==> config.mk <==
export PLATFORM = sky130hd
export DESIGN_NAME = mem_stage_flat
export DESIGN_NICKNAME = d
export VERILOG_FILES = /design/src/rtl/mem_stage_if.sv /design/src/rtl/mem_stage.sv /design/src/flat_wrapper.sv
export SDC_FILE = /design/constraint.sdc
export NUM_CORES = 1
export LEC_CHECK = 0
export CAP_MARGIN = 5
export CORE_ASPECT_RATIO = 1.25
export CORE_MARGIN = 1.5
export CORE_UTILIZATION = 44
export CTS_CLUSTER_SIZE = 24
export DETAILED_ROUTE_END_ITERATION = 12
export GPL_ROUTABILITY_DRIVEN = 1
export GPL_TIMING_DRIVEN = 0
export PLACE_DENSITY = 0.82
export SETUP_SLACK_MARGIN = 0.15
export SLEW_MARGIN = 5
export SYNTH_ARGS = -nofsm -noshare
export SYNTH_HDL_FRONTEND = slang
export SYNTH_SLANG_ARGS = --single-unit
export TNS_END_PERCENT = 20
==> constraint.sdc <==
create_clock -name clk -period 2.7 [get_ports clk]
set_clock_uncertainty 0.2 [all_clocks]
set_input_delay 0.54 -clock clk [delete_from_list [all_inputs] [get_ports clk]]
set_output_delay 0.54 -clock clk [all_outputs]
set_load 0.005 [all_outputs]
==> src/rtl/mem_stage_if.sv <==
// ---------------------------------------------------------------------------
// mem_stage_if -- data-memory bus between the MEM pipeline stage and memory.
//
// Signals (names seen from the stage side):
//   mem_req_o    stage -> mem  access request, held until mem_ack_i
//   mem_we_o     stage -> mem  write enable (store)
//   mem_addr_o   stage -> mem  word-aligned byte address
//   mem_wdata_o  stage -> mem  lane-replicated store data
//   mem_be_o     stage -> mem  byte enables, bit n = byte lane n
//   mem_ack_i    mem -> stage  access complete
//   mem_rdata_i  mem -> stage  read data, valid with mem_ack_i
//
// Modports: master = MEM stage, slave = memory / bus fabric.
// ---------------------------------------------------------------------------
interface mem_stage_if;
  logic        mem_req_o;
  logic        mem_we_o;
  logic [31:0] mem_addr_o;
  logic [31:0] mem_wdata_o;
  logic [3:0]  mem_be_o;
  logic        mem_ack_i;
  logic [31:0] mem_rdata_i;

  modport master (
    output mem_req_o, mem_we_o, mem_addr_o, mem_wdata_o, mem_be_o,
    input  mem_ack_i, mem_rdata_i
  );

  modport slave (
    input  mem_req_o, mem_we_o, mem_addr_o, mem_wdata_o, mem_be_o,
    output mem_ack_i, mem_rdata_i
  );
endinterface

==> src/rtl/mem_stage.sv <==
// ---------------------------------------------------------------------------
// mem_stage -- pipeline MEM stage: passes non-memory results straight to
// write-back (latency 1) and runs byte/half/word loads and stores on a
// request/ack data bus with an ack timeout.
//
// Parameters:
//   ACK_TIMEOUT  wait-counter value at which an unacknowledged access is
//                aborted with bus_err_o.
//
// Ports:
//   clk, rst_n            clock, asynchronous active-low reset
//   valid_i / ready_o     EX-stage handshake; ready_o is high only in IDLE
//   circuit_sel_i         [8] load, [9] store, [1:0] size, [2] zero-extend
//   memory_address_i      effective address
//   result_i, result2_i   EX results (result_i is store data)
//   destination_i/2_i     destination registers
//   mem                   data bus (mem_stage_if.master)
//   wb_valid_o            one-cycle completion pulse
//   wb_data_o/2_o         write-back values
//   wb_dest_o/2_o         write-back registers, 0 = no write
//   bus_err_o             completion was an ack timeout
//   misalign_o            completion was a rejected misaligned access
//
// Build option:
//   MEM_MISALIGN_CHECK_EN  when defined, misaligned half/word accesses are
//                          rejected without a bus cycle; otherwise the low
//                          address bits are forced to alignment.
// ---------------------------------------------------------------------------
module mem_stage #(
  parameter int unsigned ACK_TIMEOUT = 255
) (
  input  logic         clk,
  input  logic         rst_n,
  input  logic         valid_i,
  output logic         ready_o,
  input  logic [9:0]   circuit_sel_i,
  input  logic [31:0]  memory_address_i,
  input  logic [31:0]  result_i,
  input  logic [31:0]  result2_i,
  input  logic [4:0]   destination_i,
  input  logic [4:0]   destination2_i,
  mem_stage_if.master  mem,
  output logic         wb_valid_o,
  output logic [31:0]  wb_data_o,
  output logic [31:0]  wb_data2_o,
  output logic [4:0]   wb_dest_o,
  output logic [4:0]   wb_dest2_o,
  output logic         bus_err_o,
  output logic         misalign_o
);

  localparam int unsigned CNT_W = (ACK_TIMEOUT < 1) ? 1 : $clog2(ACK_TIMEOUT + 1);

  typedef enum logic [1:0] {
    ST_IDLE,
    ST_WAIT,
    ST_DONE
  } state_e;

  state_e state_q, state_d;

  // Bus-side registers
  logic              mem_req_q,   mem_req_d;
  logic              mem_we_q,    mem_we_d;
  logic [31:0]       mem_addr_q,  mem_addr_d;
  logic [31:0]       mem_wdata_q, mem_wdata_d;
  logic [3:0]        mem_be_q,    mem_be_d;

  // Write-back registers
  logic              wb_valid_q,  wb_valid_d;
  logic [31:0]       wb_data_q,   wb_data_d;
  logic [31:0]       wb_data2_q,  wb_data2_d;
  logic [4:0]        wb_dest_q,   wb_dest_d;
  logic [4:0]        wb_dest2_q,  wb_dest2_d;
  logic              bus_err_q,   bus_err_d;
  logic              misalign_q,  misalign_d;

  // Latched operation, used when the ack returns
  logic              op_load_q,   op_load_d;
  logic [1:0]        op_size_q,   op_size_d;
  logic              op_zext_q,   op_zext_d;
  logic [1:0]        op_lo_q,     op_lo_d;
  logic [4:0]        op_dest_q,   op_dest_d;

  logic [CNT_W-1:0]  cnt_q,       cnt_d;

  // Request decode
  logic        sel_mem;
  logic        sel_store;
  logic [1:0]  sel_size;
  logic [1:0]  acc_lo;
  logic [3:0]  acc_be;
  logic [31:0] acc_wdata;
  logic        acc_misaligned;
  logic        timeout_hit;
  logic [31:0] rd_shift;
  logic [31:0] load_val;
  logic        sel_unused;

  assign sel_mem    = |circuit_sel_i[9:8];
  assign sel_store  = circuit_sel_i[9];
  assign sel_size   = circuit_sel_i[1:0];
  assign sel_unused = ^circuit_sel_i[7:3];

  // Lane offset, byte enables and replicated store data. Size 2'b11 is
  // handled as a word access.
  always_comb begin
    acc_lo    = memory_address_i[1:0];
    acc_be    = 4'b1111;
    acc_wdata = result_i;
    unique case (sel_size)
      2'b00: begin
        acc_be    = 4'b0001 << acc_lo;
        acc_wdata = {4{result_i[7:0]}};
      end
      2'b01: begin
        acc_lo    = {memory_address_i[1], 1'b0};
        acc_be    = 4'b0011 << acc_lo;
        acc_wdata = {2{result_i[15:0]}};
      end
      default: acc_lo = 2'b00;
    endcase
  end

`ifdef MEM_MISALIGN_CHECK_EN
  assign acc_misaligned = (sel_size == 2'b01) ? memory_address_i[0]
                        : (sel_size[1]        ? |memory_address_i[1:0] : 1'b0);
`else
  assign acc_misaligned = 1'b0;
`endif

  // Ack in the same cycle as the timeout takes priority (see next-state).
  assign timeout_hit = (cnt_q == CNT_W'(ACK_TIMEOUT));

  // Select the addressed lane of the read data and extend it.
  always_comb begin
    rd_shift = mem.mem_rdata_i >> {op_lo_q, 3'b000};
    unique case (op_size_q)
      2'b00:   load_val = op_zext_q ? {24'h0, rd_shift[7:0]}
                                    : {{24{rd_shift[7]}}, rd_shift[7:0]};
      2'b01:   load_val = op_zext_q ? {16'h0, rd_shift[15:0]}
                                    : {{16{rd_shift[15]}}, rd_shift[15:0]};
      default: load_val = mem.mem_rdata_i;
    endcase
  end

  // State register
  always_ff @(posedge clk or negedge rst_n) begin
    if (!rst_n) begin
      state_q <= ST_IDLE;
    end else begin
      state_q <= state_d;
    end
  end

  // Next-state logic
  always_comb begin
    state_d = state_q;
    unique case (state_q)
      ST_IDLE: begin
        if (valid_i && sel_mem) begin
          state_d = acc_misaligned ? ST_DONE : ST_WAIT;
        end
      end
      ST_WAIT: begin
        if (mem.mem_ack_i || timeout_hit) begin
          state_d = ST_DONE;
        end
      end
      ST_DONE: state_d = ST_IDLE;
      default: state_d = ST_IDLE;
    endcase
  end

  // Output / datapath logic. All outputs are registered, so the pulse
  // flops are set in the cycle that transitions into DONE.
  always_comb begin
    mem_req_d   = mem_req_q;
    mem_we_d    = mem_we_q;
    mem_addr_d  = mem_addr_q;
    mem_wdata_d = mem_wdata_q;
    mem_be_d    = mem_be_q;
    wb_valid_d  = 1'b0;
    wb_data_d   = wb_data_q;
    wb_data2_d  = wb_data2_q;
    wb_dest_d   = wb_dest_q;
    wb_dest2_d  = wb_dest2_q;
    bus_err_d   = 1'b0;
    misalign_d  = 1'b0;
    op_load_d   = op_load_q;
    op_size_d   = op_size_q;
    op_zext_d   = op_zext_q;
    op_lo_d     = op_lo_q;
    op_dest_d   = op_dest_q;
    cnt_d       = cnt_q;

    unique case (state_q)
      ST_IDLE: begin
        if (valid_i && !sel_mem) begin
          wb_valid_d = 1'b1;
          wb_data_d  = result_i;
          wb_data2_d = result2_i;
          wb_dest_d  = destination_i;
          wb_dest2_d = destination2_i;
        end else if (valid_i && acc_misaligned) begin
          wb_valid_d = 1'b1;
          misalign_d = 1'b1;
          wb_data_d  = '0;
          wb_data2_d = '0;
          wb_dest_d  = '0;
          wb_dest2_d = '0;
        end else if (valid_i) begin
          mem_req_d   = 1'b1;
          mem_we_d    = sel_store;
          mem_addr_d  = {memory_address_i[31:2], 2'b00};
          mem_be_d    = acc_be;
          mem_wdata_d = acc_wdata;
          op_load_d   = !sel_store;
          op_size_d   = sel_size;
          op_zext_d   = circuit_sel_i[2];
          op_lo_d     = acc_lo;
          op_dest_d   = destination_i;
          cnt_d       = '0;
        end
      end
      ST_WAIT: begin
        if (mem.mem_ack_i) begin
          mem_req_d  = 1'b0;
          mem_we_d   = 1'b0;
          wb_valid_d = 1'b1;
          wb_data_d  = op_load_q ? load_val : '0;
          wb_data2_d = '0;
          wb_dest_d  = op_load_q ? op_dest_q : '0;
          wb_dest2_d = '0;
        end else if (timeout_hit) begin
          mem_req_d  = 1'b0;
          mem_we_d   = 1'b0;
          wb_valid_d = 1'b1;
          bus_err_d  = 1'b1;
          wb_data_d  = '0;
          wb_data2_d = '0;
          wb_dest_d  = '0;
          wb_dest2_d = '0;
        end else begin
          cnt_d = cnt_q + 1'b1;
        end
      end
      default: ;
    endcase
  end

  // Datapath registers
  always_ff @(posedge clk or negedge rst_n) begin
    if (!rst_n) begin
      mem_req_q   <= 1'b0;
      mem_we_q    <= 1'b0;
      mem_addr_q  <= '0;
      mem_wdata_q <= '0;
      mem_be_q    <= '0;
      wb_valid_q  <= 1'b0;
      wb_data_q   <= '0;
      wb_data2_q  <= '0;
      wb_dest_q   <= '0;
      wb_dest2_q  <= '0;
      bus_err_q   <= 1'b0;
      misalign_q  <= 1'b0;
      op_load_q   <= 1'b0;
      op_size_q   <= '0;
      op_zext_q   <= 1'b0;
      op_lo_q     <= '0;
      op_dest_q   <= '0;
      cnt_q       <= '0;
    end else begin
      mem_req_q   <= mem_req_d;
      mem_we_q    <= mem_we_d;
      mem_addr_q  <= mem_addr_d;
      mem_wdata_q <= mem_wdata_d;
      mem_be_q    <= mem_be_d;
      wb_valid_q  <= wb_valid_d;
      wb_data_q   <= wb_data_d;
      wb_data2_q  <= wb_data2_d;
      wb_dest_q   <= wb_dest_d;
      wb_dest2_q  <= wb_dest2_d;
      bus_err_q   <= bus_err_d;
      misalign_q  <= misalign_d;
      op_load_q   <= op_load_d;
      op_size_q   <= op_size_d;
      op_zext_q   <= op_zext_d;
      op_lo_q     <= op_lo_d;
      op_dest_q   <= op_dest_d;
      cnt_q       <= cnt_d;
    end
  end

  assign ready_o         = (state_q == ST_IDLE);
  assign mem.mem_req_o   = mem_req_q;
  assign mem.mem_we_o    = mem_we_q;
  assign mem.mem_addr_o  = mem_addr_q;
  assign mem.mem_wdata_o = mem_wdata_q;
  assign mem.mem_be_o    = mem_be_q;
  assign wb_valid_o      = wb_valid_q;
  assign wb_data_o       = wb_data_q;
  assign wb_data2_o      = wb_data2_q;
  assign wb_dest_o       = wb_dest_q;
  assign wb_dest2_o      = wb_dest2_q;
  assign bus_err_o       = bus_err_q;
  assign misalign_o      = misalign_q;

endmodule

==> src/flat_wrapper.sv <==
// flat-port wrapper written by rule: the top's interface ports become plain ports
module mem_stage_flat 
#(
  parameter int unsigned ACK_TIMEOUT = 255
)
  (clk, rst_n, valid_i, ready_o, circuit_sel_i, memory_address_i, result_i, result2_i, destination_i, destination2_i, wb_valid_o, wb_data_o, wb_data2_o, wb_dest_o, wb_dest2_o, bus_err_o, misalign_o, mem_mem_req_o, mem_mem_we_o, mem_mem_addr_o, mem_mem_wdata_o, mem_mem_be_o, mem_mem_ack_i, mem_mem_rdata_i);
  mem_stage_if mem_i ();
  input  logic clk;
  input  logic rst_n;
  input  logic valid_i;
  output logic ready_o;
  input  logic [9:0] circuit_sel_i;
  input  logic [31:0] memory_address_i;
  input  logic [31:0] result_i;
  input  logic [31:0] result2_i;
  input  logic [4:0] destination_i;
  input  logic [4:0] destination2_i;
  output logic wb_valid_o;
  output logic [31:0] wb_data_o;
  output logic [31:0] wb_data2_o;
  output logic [4:0] wb_dest_o;
  output logic [4:0] wb_dest2_o;
  output logic bus_err_o;
  output logic misalign_o;
  output wire logic [$bits(mem_i.mem_req_o)-1:0] mem_mem_req_o;
  output wire logic [$bits(mem_i.mem_we_o)-1:0] mem_mem_we_o;
  output wire logic [$bits(mem_i.mem_addr_o)-1:0] mem_mem_addr_o;
  output wire logic [$bits(mem_i.mem_wdata_o)-1:0] mem_mem_wdata_o;
  output wire logic [$bits(mem_i.mem_be_o)-1:0] mem_mem_be_o;
  input wire logic [$bits(mem_i.mem_ack_i)-1:0] mem_mem_ack_i;
  input wire logic [$bits(mem_i.mem_rdata_i)-1:0] mem_mem_rdata_i;
  assign mem_mem_req_o = mem_i.mem_req_o;
  assign mem_mem_we_o = mem_i.mem_we_o;
  assign mem_mem_addr_o = mem_i.mem_addr_o;
  assign mem_mem_wdata_o = mem_i.mem_wdata_o;
  assign mem_mem_be_o = mem_i.mem_be_o;
  assign mem_i.mem_ack_i = mem_mem_ack_i;
  assign mem_i.mem_rdata_i = mem_mem_rdata_i;
  mem_stage #(.ACK_TIMEOUT(ACK_TIMEOUT)) u_core (.clk(clk), .rst_n(rst_n), .valid_i(valid_i), .ready_o(ready_o), .circuit_sel_i(circuit_sel_i), .memory_address_i(memory_address_i), .result_i(result_i), .result2_i(result2_i), .destination_i(destination_i), .destination2_i(destination2_i), .mem(mem_i), .wb_valid_o(wb_valid_o), .wb_data_o(wb_data_o), .wb_data2_o(wb_data2_o), .wb_dest_o(wb_dest_o), .wb_dest2_o(wb_dest2_o), .bus_err_o(bus_err_o), .misalign_o(misalign_o));
endmodule
==> flow_summary.json <==
{
  "outcome": "finished clean",
  "place.gp.congestion": 0.9525,
  "min_path_cells": 2,
  "routed_wl_mm": 26.21,
  "syn_area_per_cell_um2": 9.332,
  "cts_tree": "yes",
  "viasPerCell": 5.511,
  "finalCritPeriodShare_pct": 91.63,
  "drc": 0,
  "finalSetupViolCount": 0,
  "synth_cell_types": 54,
  "syn_area_um2": 7652,
  "yosysMostFrequentCell": "nand2_1",
  "grt_max_degree": 104,
  "design_area_um2": 11510,
  "async_flop_share_pct": 100.0,
  "synth-edff-count": 0,
  "grt_pass1_vias": 7411,
  "synth_mux_area_share_pct": 4.660,
  "htreeDepth": 4,
  "cts_root_buffer": "clkbuf_16",
  "synth_common_cells": "nand2_1, dfrtp_1, o21ai_0",
  "synth-simple-area-share_pct": 16.64,
  "design.core.area_um2": 16910,
  "synth-seq-area-share_pct": 53.96,
  "vdd_ir_drop_max_mv": 0.4285,
  "critPathKind": "register to register",
  "power_mw": 9.844,
  "synth-seq-cells": 165,
  "hpwl_mm": 19.84,
  "synth_top_area_share_pct": 53.96,
  "dieArea_um2": 18200,
  "clkTransAtPathRegs_ns": 0.06,
  "detail-route-antenna-nets": 0,
  "place_area_um2": 10880,
  "antenna_cells": 0,
  "post-route-util_pct": 68.09,
  "track_usage_pct": 29.16,
  "max_freq_mhz": 404.2,
  "cts_sinks": 165,
  "ys_warn_count": 0,
  "powerDensity_nw_per_um2": 854.9,
  "regToRegSetupSlack_ns": 0.23,
  "power_leakage_nw": 5.012,
  "antenna_found_initial": 0,
  "final_layout_size_suffix_gt1_share_pct": 5.841,
  "crit_path_end_kind": "register",
  "synthXorXnorAreaFrac_pct": 0.5723,
  "routedWlPerCell_um": 19.17,
  "tightest_slew_ns": 0.9899,
  "synth_largest_area_cell": "dfrtp_1",
  "grt_setup_unrepaired": "yes",
  "cp_max_fo": 10,
  "hold_viol": 0,
  "clockBufferDepth": 2,
  "synth_ff_type": "dfrtp_1",
  "fin_crit_ns": 2.474,
  "dr.pass1.iters": 8,
  "reg2regPathDepth": 7,
  "syn-instance-count": 820,
  "overflow": 0,
  "hold_ws_ns": 0.2705,
  "cp_data_required_time_ns": 2.81,
  "die_h_um": 150.4,
  "rows": 53,
  "slew_viol_final": 0,
  "start_kind": "register",
  "final_nets": 1287,
  "initial_core_util_pct": 45.25,
  "drv_cap": 0,
  "drt_iter0_markers": 640,
  "synth_top_family_by_area": "compound AO/OA/AOI/OAI gates",
  "synth_compound_area_share_pct": 19.60,
  "cts_made_buffers": 17,
  "startpoint": "u_core.cnt_q[0]$_DFFE_PN0P_",
  "cp-endpoint": "u_core.wb_data_o[11]$_DFFE_PN0P_",
  "min_path_type": "register to register",
  "r2r-end": "u_core.wb_data_o[11]$_DFFE_PN0P_",
  "grt_pass1_wl_mm": 40.37,
  "syn_to_final_growth_pct": 50.47,
  "synthAdderAreaFrac_pct": 0.1635,
  "slew_headroom_pct": 33.76,
  "io_buffers": 291,
  "r2r_start": "u_core.cnt_q[0]$_DFFE_PN0P_",
  "clk_latency_ns": 0.43,
  "via_count": 7533,
  "ios": 300,
  "worst_ep_arrival_time_ns": 2.58,
  "fp.dieW_um": 121.0,
  "yosys-top-cells-area": "dfrtp_1, nand2_1, o21ai_0, mux2i_1, a22oi_1"
}
stage by stage:
stage	TNS (ns)	std cells	worst slack (ns)
after floorplan	0	822	0.5878
after global placement	-990.20	1333	-5.891
after CTS	0	1367	0.1297
final	0	1367	0.2260
after global routing	0	1367	0.04791
after detailed placement	-24.25	1334	-0.4299
where the power goes:
part	total, mW	switching, mW	internal [mW]
registers	3.73	0.472	3.26
logic	3.61	1.60	2.01
clock network	2.50	1.00	1.50
total	9.84	3.07	6.77
area by class of cell:
class / count / area, um^2
plain buffers: 67 / 310.3
clock buffers: 20 / 456.7
clock inverters: 12 / 152.6
fillers: 1387 / 5395
inverters: 7 / 26.28
multi-input cells: 583 / 3209
flip-flops and latches: 165 / 4129
well taps: 220 / 275.3
repair buffers: 293 / 2955
registers in the layout, indices dropped and copies added (netlist names):
name,flops
u_core.mem.mem_wdata_o,32
u_core.wb_data2_o,32
u_core.wb_data_o,32
u_core.mem.mem_addr_o,30
u_core.cnt_q,8
u_core.op_dest_q,5
u_core.wb_dest2_o,5
u_core.wb_dest_o,5
u_core.mem.mem_be_o,4
u_core.op_lo_q,2
u_core.op_size_q,2
u_core.state_q,2
u_core.bus_err_o,1
u_core.mem.mem_req_o,1
u_core.mem.mem_we_o,1
u_core.op_load_q,1
u_core.op_zext_q,1
u_core.wb_valid_o,1
cells in the final DEF, fill, tap and decap left out, types with 5 or more instances in the layout:
| master | n |
|---|---|
| a22o_1 | 7 |
| mux2i_1 | 32 |
| o31ai_1 | 8 |
| clkbuf_1 | 41 |
| xor2_1 | 5 |
| clkbuf_16 | 17 |
| o21ai_0 | 111 |
| o221ai_1 | 7 |
| buf_2 | 18 |
| dfrtp_1 | 165 |
| clkdlybuf4s50_1 | 290 |
| a22oi_1 | 24 |
| a211oi_1 | 11 |
| inv_1 | 6 |
| o211ai_1 | 20 |
| a21oi_1 | 15 |
| nor2_1 | 20 |
| a2bb2oi_1 | 13 |
| nand2_1 | 249 |
cells by family (layout without fill, tap and decap cells):
group / count (synthesis) / in the layout
DFF: 165 / 165
adders and majority gates: 1 / 1
and+or+nand+nor: 305 / 305
muxes: 34 / 34
other: 1 / 3
xor gates and xnor gates: 5 / 5
buffers and inverters: 74 / 399
AOI/OAI and AO/OA: 235 / 235
repair_timing:
action	in CTS	in global routing
hold buffers	1	0
endpoints found under the setup margin	39	132
pin swaps	0	0
resized for setup	1	8
buffers inserted	0	0
hold endpoints to repair	62	0
critical path, cell delays in order, from the launching register on:
cell and delay [ns]:
dfrtp_1 0.41, ha_1 0.21, nand3_1 0.24, o211a_1 0.34
buf_6 0.16, or2_1 0.25, buf_6 0.14, o41ai_1 0.39
how the worst min path moves through the flow:
stage | from | endpoint | slack [ns]
finish | u_core.mem.mem_addr_o[14]$_DFFE_PN0P_ | u_core.mem.mem_addr_o[14]$_DFFE_PN0P_ | 0.27
global route | u_core.op_dest_q[4]$_DFFE_PN0P_ | u_core.op_dest_q[4]$_DFFE_PN0P_ | 0.29
CTS | u_core.mem.mem_addr_o[14]$_DFFE_PN0P_ | u_core.mem.mem_addr_o[14]$_DFFE_PN0P_ | 0.28
detailed placement | u_core.mem.mem_addr_o[14]$_DFFE_PN0P_ | u_core.mem.mem_addr_o[14]$_DFFE_PN0P_ | 0.26
global placement | u_core.mem.mem_addr_o[26]$_DFFE_PN0P_ | u_core.mem.mem_addr_o[26]$_DFFE_PN0P_ | 0.26
floorplan | rst_n | u_core.bus_err_o$_DFF_PN0_ | 0.04
layer usage:
layer / track usage [%] / part of all wire (%) / wire length (um) / up-vias
li1: - / - / - / 3468
met1: 35.44 / 38 / 10060 / 3604
met2: 48.18 / 49 / 12810 / 382
met3: 8.182 / 8.6 / 2249 / 79
met4: 13.47 / 4.2 / 1090 / 0
met5: 0 / 0 / 0 / -
Power figures use the tool's default switching activity.
